==> src/rtl/seq_divider.sv <==
// Sequential unsigned divider by repeated subtraction; dividend and divisor share data_in on consecutive cycles.
// Optional abort input enabled by defining SEQ_DIV_ABORT_EN.
module seq_divider #(
    parameter int WIDTH = 16
) (
    input  logic             clk,
    input  logic             rst_n,
    input  logic             start,
    input  logic [WIDTH-1:0] data_in,
`ifdef SEQ_DIV_ABORT_EN
    input  logic             abort,
`endif
    output logic [WIDTH-1:0] quotient,
    output logic [WIDTH-1:0] remainder,
    output logic             busy,
    output logic             done,
    output logic             div_by_zero
);

    localparam logic [2:0] S_IDLE  = 3'd0;
    localparam logic [2:0] S_LDB   = 3'd1;
    localparam logic [2:0] S_CHECK = 3'd2;
    localparam logic [2:0] S_SUB   = 3'd3;
    localparam logic [2:0] S_DONE  = 3'd4;

    localparam logic [WIDTH-1:0] ONE = {{(WIDTH-1){1'b0}}, 1'b1};

    logic [2:0]       state_q, state_d;
    logic [WIDTH-1:0] divisor_q, divisor_d;
    logic [WIDTH-1:0] quot_q, quot_d;
    logic [WIDTH-1:0] rem_q, rem_d;
    logic             done_q, done_d;
    logic             dbz_q, dbz_d;
    logic             busy_w;

    assign busy_w = (state_q == S_LDB) || (state_q == S_CHECK) || (state_q == S_SUB);

    always_comb begin
        state_d   = state_q;
        divisor_d = divisor_q;
        quot_d    = quot_q;
        rem_d     = rem_q;
        done_d    = done_q;
        dbz_d     = dbz_q;
        case (state_q)
            S_IDLE, S_DONE: begin
                if (start) begin
                    rem_d   = data_in;
                    quot_d  = '0;
                    done_d  = 1'b0;
                    dbz_d   = 1'b0;
                    state_d = S_LDB;
                end
            end
            S_LDB: begin
                divisor_d = data_in;
                state_d   = S_CHECK;
            end
            S_CHECK: begin
                // Zero divisor: report saturated quotient and leave the dividend in remainder.
                if (divisor_q == '0) begin
                    dbz_d   = 1'b1;
                    quot_d  = '1;
                    done_d  = 1'b1;
                    state_d = S_DONE;
                end else begin
                    state_d = S_SUB;
                end
            end
            S_SUB: begin
                if (rem_q >= divisor_q) begin
                    rem_d  = rem_q - divisor_q;
                    quot_d = quot_q + ONE;
                end else begin
                    done_d  = 1'b1;
                    state_d = S_DONE;
                end
            end
            default: state_d = S_IDLE;
        endcase
`ifdef SEQ_DIV_ABORT_EN
        // Abort overrides whatever transition the busy state would have taken.
        if (abort && busy_w) begin
            state_d = S_IDLE;
            quot_d  = '0;
            rem_d   = '0;
            dbz_d   = 1'b0;
            done_d  = 1'b0;
        end
`endif
    end

    always_ff @(posedge clk or negedge rst_n) begin
        if (!rst_n) begin
            state_q   <= S_IDLE;
            divisor_q <= '0;
            quot_q    <= '0;
            rem_q     <= '0;
            done_q    <= 1'b0;
            dbz_q     <= 1'b0;
        end else begin
            state_q   <= state_d;
            divisor_q <= divisor_d;
            quot_q    <= quot_d;
            rem_q     <= rem_d;
            done_q    <= done_d;
            dbz_q     <= dbz_d;
        end
    end

    assign quotient    = quot_q;
    assign remainder   = rem_q;
    assign busy        = busy_w;
    assign done        = done_q;
    assign div_by_zero = dbz_q;

endmodule

==> config.mk <==
export PLATFORM = sky130hd
export DESIGN_NAME = seq_divider
export DESIGN_NICKNAME = d
export VERILOG_FILES = /design/src/rtl/seq_divider.sv
export SDC_FILE = /design/constraint.sdc
export NUM_CORES = 1
export LEC_CHECK = 0
export BUFFER_PORTS_ARGS = -buffer_cell sky130_fd_sc_hd__buf_2
export CAP_MARGIN = 5
export CORE_MARGIN = 10
export CORE_UTILIZATION = 30
export CTS_CLUSTER_DIAMETER = 150
export DETAILED_ROUTE_END_ITERATION = 6
export MAX_ROUTING_LAYER = met4
export PLACE_DENSITY_LB_ADDON = 0.15
export SYNTH_ARGS = -nofsm -noshare
export SYNTH_HDL_FRONTEND = slang
export SYNTH_SLANG_ARGS = --single-unit
==> constraint.sdc <==
create_clock -name clk -period 8.3 [get_ports clk]
set_clock_uncertainty 0.05 [all_clocks]
set_input_delay 1.66 -clock clk [delete_from_list [all_inputs] [get_ports clk]]
set_output_delay 1.66 -clock clk [all_outputs]
set_load 0.05 [all_outputs]
== Word-level counts from Yosys, hierarchy flattened ==
Index checks and enable logic that the tools add are counted.

* Bits in latches: 0
* Input port bits: 19
* Word-level logic and storage cells: 46
* Output and inout bits: 35
* ROM bits: 0
* Memories: 0
* Register bits after elaboration: 53
* Bits in writable memories: 0

* Mux-type cells: 16
* Multiply operators: 0
* Equality and inequality tests: 8
* Shift operators: 0
* $add $sub $neg: 2
* Magnitude comparators: 1
* Bitwise logic cells: 0
* Divide/modulo/power cells: 0
* Reductions and logical operators: 13

{| class="wikitable"
|+ Operators by type and width
! kind !! count
|-
| $mux 16 || 5
|-
| $pmux 16 s3 || 1
|-
| $pmux 16 s2 || 1
|-
| $add 16x1->16 const B || 1
|-
| $ge 16x16->1 || 1
|-
| $logic_not 16->1 || 1
|-
| $sub 16x16->16 || 1
|-
| $pmux 3 s4 || 1
|-
| $mux 3 || 3
|-
| $reduce_and 4->1 || 2
|-
| $eq 3x2->1 const B || 2
|-
| $reduce_and 3->1 || 2
|-
| $ne 2x1->1 const B || 2
|-
| $ne 2x2->1 const B || 2
|-
| $reduce_bool 2->1 || 2
|-
| $eq 3x1->1 const B || 1
|-
| $eq 3x3->1 const B || 1
|-
| $logic_not 3->1 || 1
|-
| $mux 1 || 3
|-
| $pmux 1 s3 || 1
|-
| $reduce_bool 3->1 || 1
|-
| $logic_or 1x1->1 || 2
|-
| $pmux 1 s2 || 1
|-
| $reduce_and 2->1 || 1
|-
| $reduce_or 2->1 || 1
|}

== Longest topological paths before layout ==
Gate-level depths: netlist of run 1.

* Depth after elaboration: 4
* Gate-level depth with buffers: 12
* Depth with buffers taken out: 11

== Worst setup path after synthesis of run 1 ==
No wires, ideal clock.

* Path type: reg2out
* Start point: reg state_q[0]
* End point: out busy
* Arrival: 1,304 ps
* Stages on the path, launching flop included: 4
* Path buffers: 1
* Setup slack: 5,286 ps
* Data required time: 6,590 ps
* Path through: dfrtp_1 > clkbuf_1 > nor2_1 > nor2_1

* Word-level cells in the longest chain between the ends: 3
* Elaborated cells between the ends (all ways): 5
* Those cells by class: eq/ne (3); reduce/logical (2)

{| class="wikitable"
|+ RTL lines
! what !! line !! source
|-
| start: declaration || 28 || <nowiki>logic [2:0] state_q, state_d;</nowiki>
|-
| start signal: assignment || 102 || <nowiki>state_q <= state_d;</nowiki>
|-
| $eq 3x1->1 / $eq 3x2->1 (equally long branches) || 36 || <nowiki>assign busy_w = (state_q == S_LDB) || (state_q == S_CHECK) || (state_q == S_SUB);</nowiki>
|-
| $logic_or 1x1->1 || 36 ||
|-
| $logic_or 1x1->1 (*) || 36 ||
|-
| end: declaration || 15 || <nowiki>output logic busy,</nowiki>
|}

Mark *: on every way between the ends. The rest lies on a longest branch, timed or not.

== Final worst setup path of run 1 ==
* Start point: in start
* End point: reg rem_q[11] (netlist: remainder[11])

* Word-level cells in the longest chain between the ends: 2

{| class="wikitable"
|+ RTL lines
! what !! line !! source
|-
| start: declaration || 8 || <nowiki>input logic start,</nowiki>
|-
| $ne 2x2->1 (no line) || -- ||
|-
| $reduce_and 3->1 (no line) || -- ||
|-
| end signal: assignment || 105 || <nowiki>rem_q <= rem_d;</nowiki>
|-
| end: declaration || 31 || <nowiki>logic [WIDTH-1:0] rem_q, rem_d;</nowiki>
|}

Every way passes these cells.
A chain may end at the register's enable or synchronous reset.

==> impl_results.md, run 1 <==
- Outcome: finished, final reports clean
- DR WL/cell: 18.5 um
- Fillcell total: 1,252
- Die ar.: 16,300 um2
- I/O Buffers: 53
- Worst EP arrival: 4.03 ns
- Final Instance Area: 4010 um2
- Post-CTS sizing: 0
- CTS Root Cell: clkbuf_16
- Worst-path clk slew: 0.07 ns
- Gr ovfl total: 0
- Seq cells post-synth: 53
- Fin nets: 479
- Sequential cell area: 1330 um2
- FMAX: 257 MHz
- GRT Resource Usage Total: 13.5%
- Ranking of synthesized cells by area: dfrtp_1 (38%), ha_1 (6.1%), o21ai_0 (5.7%)
- DRT Pass-1 Iters: 4
- Pin count of the biggest net entering global routing: 54
- Clock sinks: 53
- CTS tree: done
- Worst Path Max Fanout: 17
- Least-Margin Pin Slew: 0.902 ns
- RSZ-0062 raised after global routing: no
- Vias in the first global route: 3,163
- Ant. Diodes: 0
- R2r setup slk: 4.42 ns
- Area occupied by multi-input gates: 1970 um2
- Starting Density: 30.6%
- Ports: 54
- Count of distinct cell types in the synthesized netlist: 52
- Via Count: 3,173
- Fin crit period: 3.90 ns
- Area share of the largest cell type after synthesis: 38.0%
- CP startpoint kind: input port
- Critical Path End Type: flop
- Via density: 5.41
- Drt drc: 0
- Async SR Flop Fraction: 100%
- Remaining antenna violation count: 0
- Main synth FF type: dfrtp_1
- Clock latency reported for the late side of the worst-skew pair: 0.30 ns
- Netlist Area Pre-Place: 3490 um2
- Setup Viol. Count Final: 0
- First-pass GRT wire length: 17,500 um
- # rows: 39
- Hold buffers post-CTS: 0
- Share of cells above drive strength 1: 17.8%
- Worst Hold Class: flop to flop
- Post-synth top area cell: dfrtp_1
- Final-report hold violation count: 0
- Sequential share of the synthesized area: 38.0%
- CTS max path bufs: 2
- Initial antenna violation count: 0
- Avg Inst Size Synth: 8.77 um2
- Setup Buffers After CTS: 0
- Pins over their slew limit: 0
- Fin crit share: 46.9%
- Starting DRT DRC Count: 209
- CTS buffer count: 5
- Die Wd: 128 um
- Req. time, crit path: 8.43 ns
- Post-synth EDFFs: 0
- Critical path class: input port to flop
- Layout area overhead: 15.0%
- YS warnings: 0
- Die span in y: 128 um
- Number of max-cap violations: 0
- DP Area: 3870 um2
- Commonest cells after routing, fill and taps aside: nand2_1 (53), dfrtp_1 (53), buf_2 (53), o21ai_0 (40), a21oi_1 (29)
- WHS: 0.429 ns
- Htree depth: 2
- Syn_nets: 435
- Hpwl dp: 7890 um
- Setup TNS: 0 ns
- Core Footprint: 11,400 um2
- Mapped Cells: 398
- Final WL: 10,800 um
- Global placement routability congestion: 0.898
- Relative max-transition margin: 39.9%
routing by layer:
metal / share of wire (%) / vias up / wire length (um) / global-route usage (%)
met4: 1.5 / 0 / 160 / 4.11
met5: 0 / - / 0 / -
met1: 51 / 1545 / 5500 / 18.8
met2: 44 / 71 / 4780 / 19.5
li1: - / 1543 / - / -
met3: 3.7 / 14 / 400 / 2.11
worst max-delay path, cell delays in order:
cell	delay (ns)
buf_2	0.09
and2_1	0.46
nor2_1	0.15
a31oi_4	0.62
a21boi_4	0.64
mux2_2	0.40
path summary, 6_finish.rpt:
check	start	to	cells after the start
max	start	remainder[11]	6
max in group asynchronous	rst_n	quotient[11]	2
min	done	done	2
min reg2reg	done	done	2
max reg2reg	state_q[0]	remainder[11]	6
min in group asynchronous	rst_n	divisor_q[4]	2
synthesized netlist by cell type, types with 5 or more instances:
cell	instances
a21oi_1	29
and3_1	9
nor3_1	6
nor4_1	7
inv_1	28
a211oi_1	8
nor2_1	18
a2bb2oi_2	8
o21ai_0	40
nand2_1	53
ha_1	17
xor2_1	5
buf_2	5
xnor2_1	7
o22ai_1	11
nand3_1	13
nand4_1	5
dfrtp_1	53
o221ai_1	5
clkbuf_1	12
final cells by class:
type	instances	area share [%]
Clock buffer	7	3.31
Clock inverter	1	0.187
Sequential cell	53	33.1
Tap cell	143	4.46
Timing Repair Buffer	56	7.17
Multi-Input combinational cell	298	49.2
Inverter	28	2.62
flip-flops by register name, indices dropped and copies added (netlist names):
signal and cells:
remainder 16, divisor_q 16, div_by_zero 1, done 1, quotient 16, state_q 3
cells by family after synthesis:
logic type                 count (synthesis)  synth area share [%]
buffers and inverters                     47                  5.56
and+or+nand+nor                          126                  17.2
adders and majority gates                 18                  6.67
DFF                                       53                  38.0
xor gates and xnor gates                  12                  3.01
muxes                                      7                  2.12
AOI/OAI and AO/OA                        135                  27.4
through the flow:
stage	utilization [%]	instances	setup slack (ns)
4_1_cts	35.1	586	4.40
3_3_place_gp	33.9	578	4.15
2_1_floorplan	-	398	5.29
6_report	35.1	586	4.40
5_1_grt	35.1	586	4.29
3_5_place_dp	33.9	578	4.09
Power of run 1 is not shown: default switching activity piles up to over one toggle a cycle in this logic, so the estimate is an artifact.
==> inputs of run 2 (changes only) <==
==> constraint.sdc (replaced) <==
create_clock -name clk -period 3.8 [get_ports clk]
set_clock_uncertainty 0.05 [all_clocks]
set_input_delay 0.76 -clock clk [delete_from_list [all_inputs] [get_ports clk]]
set_output_delay 0.76 -clock clk [all_outputs]
set_load 0.05 [all_outputs]
==> run 2 against run 1 <==
Against the previous run: worst hold slack got worse by 0.0054 ns; via count increased by 1.6%; sequential cell count unchanged; wire length increased by 2.7%; sequential share of layout area decreased by 0.72 points; setup slack got worse by 4.0 ns; critical path depth increased by 5; first-iteration DRC count increased by 44%; critical endpoint is now remainder[0].
==> impl_results.md, run 2 (synthesized netlist as in run 1, its figures left out) <==
- Die span in y: 128 um (unchanged)
- CTS Root Cell: clkbuf_16
- # placed instances: 586 (+1.4%)
- CTS max path bufs: 2 (unchanged)
- Share of cells above drive strength 1: 19.7% (+1.9 points)
- Gr ovfl total: 0 (unchanged)
- Via Count: 3,225 (+1.6%)
- Worst Hold Class: flop to flop
- DR WL/cell: 18.7 um (+1.3%)
- Fin nets: 487 (+1.7%)
- Pins over their slew limit: 0 (unchanged)
- Clock sinks: 53 (unchanged)
- CTS buffer count: 5 (unchanged)
- Htree depth: 2 (unchanged)
- I/O Buffers: 53 (unchanged)
- Starting DRT DRC Count: 301 (+44%)
- Post-CTS sizing: 0 (unchanged)
- Number of max-cap violations: 0 (unchanged)
- Vias in the first global route: 3,261 (+3.1%)
- # rows: 39 (unchanged)
- Remaining antenna violation count: 0 (unchanged)
- Hold buffers post-CTS: 0 (unchanged)
- Final WL: 11,100 um (+2.7%)
- Setup Buffers After CTS: 0 (unchanged)
- Core Footprint: 11,400 um2 (unchanged)
- Non-filler instance count after layout: 594 (+1.4%)
- Clock latency reported for the late side of the worst-skew pair: 0.31 ns (about the same)
- Pin count of the biggest net entering global routing: 43 (-20%)
- First-pass GRT wire length: 18,200 um (+3.9%)
- GRT Resource Usage Total: 14.1% (+0.67 points)
- CP startpoint kind: flop
- Setup TNS: 0 ns (unchanged)
- Drt drc: 0 (unchanged)
- Die Wd: 128 um (unchanged)
- Peak per-stage delay on the critical path: 0.63 ns (about the same)
- Worst Path Max Fanout: 7 (-10)
- DP Area: 3930 um2 (+1.6%)
- Setup Viol. Count Final: 0 (unchanged)
- Worst EP arrival: 3.46 ns (-0.57 ns)
- Req. time, crit path: 3.91 ns (-4.52 ns)
- Commonest cells after routing, fill and taps aside: nand2_1 (53), dfrtp_1 (53), buf_2 (53), o21ai_0 (40), a21oi_1 (29)
- Worst-path clk slew: 0.08 ns (about the same)
- DRT Pass-1 Iters: 5 (+1)
- Critical-path top delay cell: o22ai_1
- Via density: 5.43 (+0.27%)
- RSZ-0062 raised after global routing: no
- Cells along the critical path: inv_1 > ha_1 > inv_1 > fa_1 > a211oi_2 > nor2_2 > nor4_1 > a2111o_1 > nand2_1 > o22ai_1 > o22ai_1
- Initial antenna violation count: 0 (unchanged)
- Die ar.: 16,300 um2 (unchanged)
- WP buf/inv: 2 (+1)
- Fillcell total: 1,247 (-0.40%)
- Starting Density: 30.6% (unchanged)
- Final Instance Area: 4100 um2 (+2.2%)
- Fin crit share: 88.2%
- Relative max-transition margin: 31.5% (-8.3 points)
- CTS tree: done
- Ant. Diodes: 0 (unchanged)
- Ports: 54 (unchanged)
- Critical path class: flop to flop
- Critical Path End Type: flop
- Final-report hold violation count: 0 (unchanged)
- FMAX: 298 MHz
- Least-Margin Pin Slew: 1.03 ns (+0.125 ns)
- Cell family with most CP delay: compound AO/OA/AOI/OAI gates
- Global placement routability congestion: 0.921 (+2.5%)
- Layout area overhead: 17.5%
- Hpwl dp: 8220 um (+4.3%)
- Outcome: finished, final reports clean
- Fin crit period: 3.35 ns
-- run 2: worst paths after layout --
path,slack [ns],endpoint,cells past startpoint,startpoint
setup / recovery,0.45,remainder[0],11,remainder[0]
hold / removal,0.42,div_by_zero,2,div_by_zero
setup reg to reg,0.45,remainder[0],11,remainder[0]
hold reg to reg,0.42,div_by_zero,2,div_by_zero
max in group asynchronous,2.35,remainder[3],2,rst_n
min in group asynchronous,0.58,divisor_q[5],1,rst_n
-- run 2: metrics by stage --
step / hold slack, ns / utilization (%) / setup WS (ns)
4_1_cts: 0.432 / 35.9 / 0.445
2_1_floorplan: 0.414 / - / 0.810
6_report: 0.423 / 35.9 / 0.448
3_5_place_dp: 0.413 / 34.4 / 0.453
3_3_place_gp: 0.412 / 34.4 / 0.490
5_1_grt: 0.455 / 35.9 / 0.163
-- run 2: worst reg2reg max path, stage by stage (launching register included) --
cell	delay [ns]
dfrtp_1	0.38
inv_1	0.07
ha_1	0.16
inv_1	0.05
fa_1	0.41
a211oi_2	0.34
nor2_2	0.09
nor4_1	0.25
a2111o_1	0.31
nand2_1	0.29
o22ai_1	0.64
o22ai_1	0.14
-- run 2: layout make-up --
cell class	count	area (um2)	area share, %
multi-input cells	298	1970	48.1
flip-flops and latches	53	1330	32.3
repair buffers	64	348	8.48
well taps	143	179	4.36
clock buffers	5	125	3.05
inverters	28	105	2.56
clock inverters	3	43.8	1.07
-- run 2: routing by layer --
metal	share of wire (%)	GRT usage (%)
met4	1.4	4.24
met2	44	20.4
met1	49	19.3
met3	4.9	3.10
met5	0	-
Power of run 2 is left out for the same reason.
==> inputs of run 3 (changes only) <==
--- a/config.mk
+++ b/config.mk
@@ -5,7 +5,7 @@
 export SDC_FILE = /design/constraint.sdc
 export NUM_CORES = 1
 export LEC_CHECK = 0
-export BUFFER_PORTS_ARGS = -buffer_cell sky130_fd_sc_hd__buf_2
+export BUFFER_PORTS_ARGS = -buffer_cell sky130_fd_sc_hd__buf_4
 export CAP_MARGIN = 5
 export CORE_MARGIN = 10
 export CORE_UTILIZATION = 30
==> run 3 against run 2 <==
Against the previous run: wire length down 0.50%; critical endpoint unchanged; highest routed layer unchanged; sequential share of layout area down 0.87 points; worst hold slack better by 0.019 ns; global-route usage down 0.24 points; die area unchanged; cell count down 0.51%; largest cell class unchanged; critical path depth unchanged; setup slack worse by 0.044 ns.
==> impl_results.md, run 3 (synthesized netlist as in run 1, its figures left out) <==
- Setup Viol. Count Final: 0 (unchanged)
- Peak per-stage delay on the critical path: 0.66 ns (+0.03 ns)
- Fin crit period: 3.40 ns (+0.0437 ns)
- Relative max-transition margin: 38.1% (+6.5 points)
- Clock latency reported for the late side of the worst-skew pair: 0.29 ns (-0.02 ns)
- CTS buffer count: 5 (unchanged)
- Setup Buffers After CTS: 0 (unchanged)
- Ant. Diodes: 0 (unchanged)
- Cell family with most CP delay: compound AO/OA/AOI/OAI gates
- Outcome: finished, final reports clean
- Reg2Reg Depth: 11 (unchanged)
- Reg2Reg Launch Point: remainder[0]
- Initial antenna violation count: 0 (unchanged)
- Critical path class: flop to flop
- DR WL/cell: 18.7 um (about the same)
- CTS tree: done
- Worst EP arrival: 3.49 ns (+0.03 ns)
- R2r setup slk: 0.40 ns (-0.04 ns)
- Core Footprint: 11,400 um2 (unchanged)
- Commonest cells after routing, fill and taps aside: buf_4 (61), nand2_1 (53), dfrtp_1 (53), o21ai_0 (40), a21oi_1 (29)
- Hold Crit Endpoint: done
- Area occupied by multi-input gates: 1970 um2 (unchanged)
- FMAX: 294 MHz (-1.3%)
- Pre-CTS WS: 0.418 ns (-0.0348 ns)
- Starting DRT DRC Count: 250 (-17%)
- Share of cells above drive strength 1: 19.0% (-0.76 points)
- Clock sinks: 53 (unchanged)
- I/O Buffers: 53 (unchanged)
- Worst Hold Class: flop to flop
- WHS Path Cells: 2 (unchanged)
- Critical Path End Type: flop
- Htree depth: 2 (unchanged)
- Worst-path clk slew: 0.07 ns (about the same)
- Via Count: 3,248 (+0.71%)
- FF-to-FF End: remainder[0]
- Layout area overhead: 20.8%
- Fin crit share: 89.4% (+1.2 points)
- Die ar.: 16,300 um2 (unchanged)
- Worst path depth: 11 (unchanged)
- Post-CTS sizing: 0 (unchanged)
- Gr ovfl total: 0 (unchanged)
- DRT Pass-1 Iters: 5 (unchanged)
- Fin worst setup slack: 0.404 ns (-0.0437 ns)
- # rows: 39 (unchanged)
- Final-report hold violation count: 0 (unchanged)
- Drt drc: 0 (unchanged)
- Vias in the first global route: 3,230 (-0.95%)
- Hold_sp: done
- Global placement routability congestion: 0.933 (+1.3%)
- Die span in y: 128 um (unchanged)
- Number of max-cap violations: 0 (unchanged)
- Setup TNS: 0 ns (unchanged)
- Critical-path top delay cell: o22ai_1
- GRT Resource Usage Total: 13.9% (-0.24 points)
- CTS max path bufs: 2 (unchanged)
- Cells along the critical path: inv_1 > ha_1 > inv_1 > fa_1 > a211oi_2 > nor2_2 > nor4_1 > a2111o_1 > nand2_1 > o22ai_1 > o22ai_1
- Via density: 5.50 (+1.2%)
- Fillcell total: 1,208 (-3.1%)
- Worst Path Max Fanout: 7 (unchanged)
- RSZ-0062 raised after global routing: no
- Pins over their slew limit: 0 (unchanged)
- Hold buffers post-CTS: 0 (unchanged)
- Commonest non-fill, non-tap cell in the layout: buf_4
- WP buf/inv: 2 (unchanged)
- CTS Root Cell: clkbuf_16
- Pin count of the biggest net entering global routing: 54 (+26%)
- Least-Margin Pin Slew: 0.929 ns (-0.0980 ns)
- Starting Density: 30.6% (unchanged)
- CP startpoint kind: flop
- Ports: 54 (unchanged)
- Final WL: 11,100 um (-0.50%)
- Fin nets: 484 (-0.62%)
- Remaining antenna violation count: 0 (unchanged)
- Die Wd: 128 um (unchanged)
- Req. time, crit path: 3.90 ns (about the same)
- Sequential cell area: 1330 um2 (unchanged)
- Hpwl dp: 8090 um (-1.6%)
- First-pass GRT wire length: 17,800 um (-1.8%)
## run 3: worst min-delay path, cell delays in order, from the launching register on
cell	delay (ns)
dfrtp_1	0.35
nand2_1	0.05
o21ai_0	0.06
## run 3: worst max-delay path by stage
stage,end,startpoint,slack [ns]
5_1_grt,remainder[12],remainder[0],0.20
3_3_place_gp,remainder[0],remainder[0],0.50
2_1_floorplan,remainder[11],remainder[0],0.81
3_5_place_dp,remainder[0],remainder[0],0.42
6_report,remainder[0],remainder[0],0.40
4_1_cts,remainder[0],remainder[0],0.41
## run 3: per-stage QoR
stage	hold slack, ns	instance area (um2)	utilization (%)	cells
after CTS	0.458	4220	36.9	591
after global routing	0.472	4220	36.9	591
after global placement	0.421	4040	35.4	583
after detailed placement	0.441	4040	35.4	583
after floorplan	0.414	3490	-	398
final	0.442	4220	36.9	591
## run 3: area by class of cell
class | instances | share of cell area (%)
clock buffers | 7 | 3.38
clock inverters | 1 | 0.712
inverters | 28 | 2.49
multi-input cells | 298 | 46.8
flip-flops and latches | 53 | 31.5
well taps | 143 | 4.24
repair buffers | 61 | 10.9
## run 3: metal layers
metal | share of wire [%] | track usage, % | vias up
li1 | - | - | 1550
met1 | 47 | 18.1 | 1586
met2 | 46 | 21.3 | 96
met3 | 5.0 | 2.73 | 16
met4 | 1.7 | 4.11 | 0
met5 | 0 | - | -
Power of run 3 is left out for the same reason.
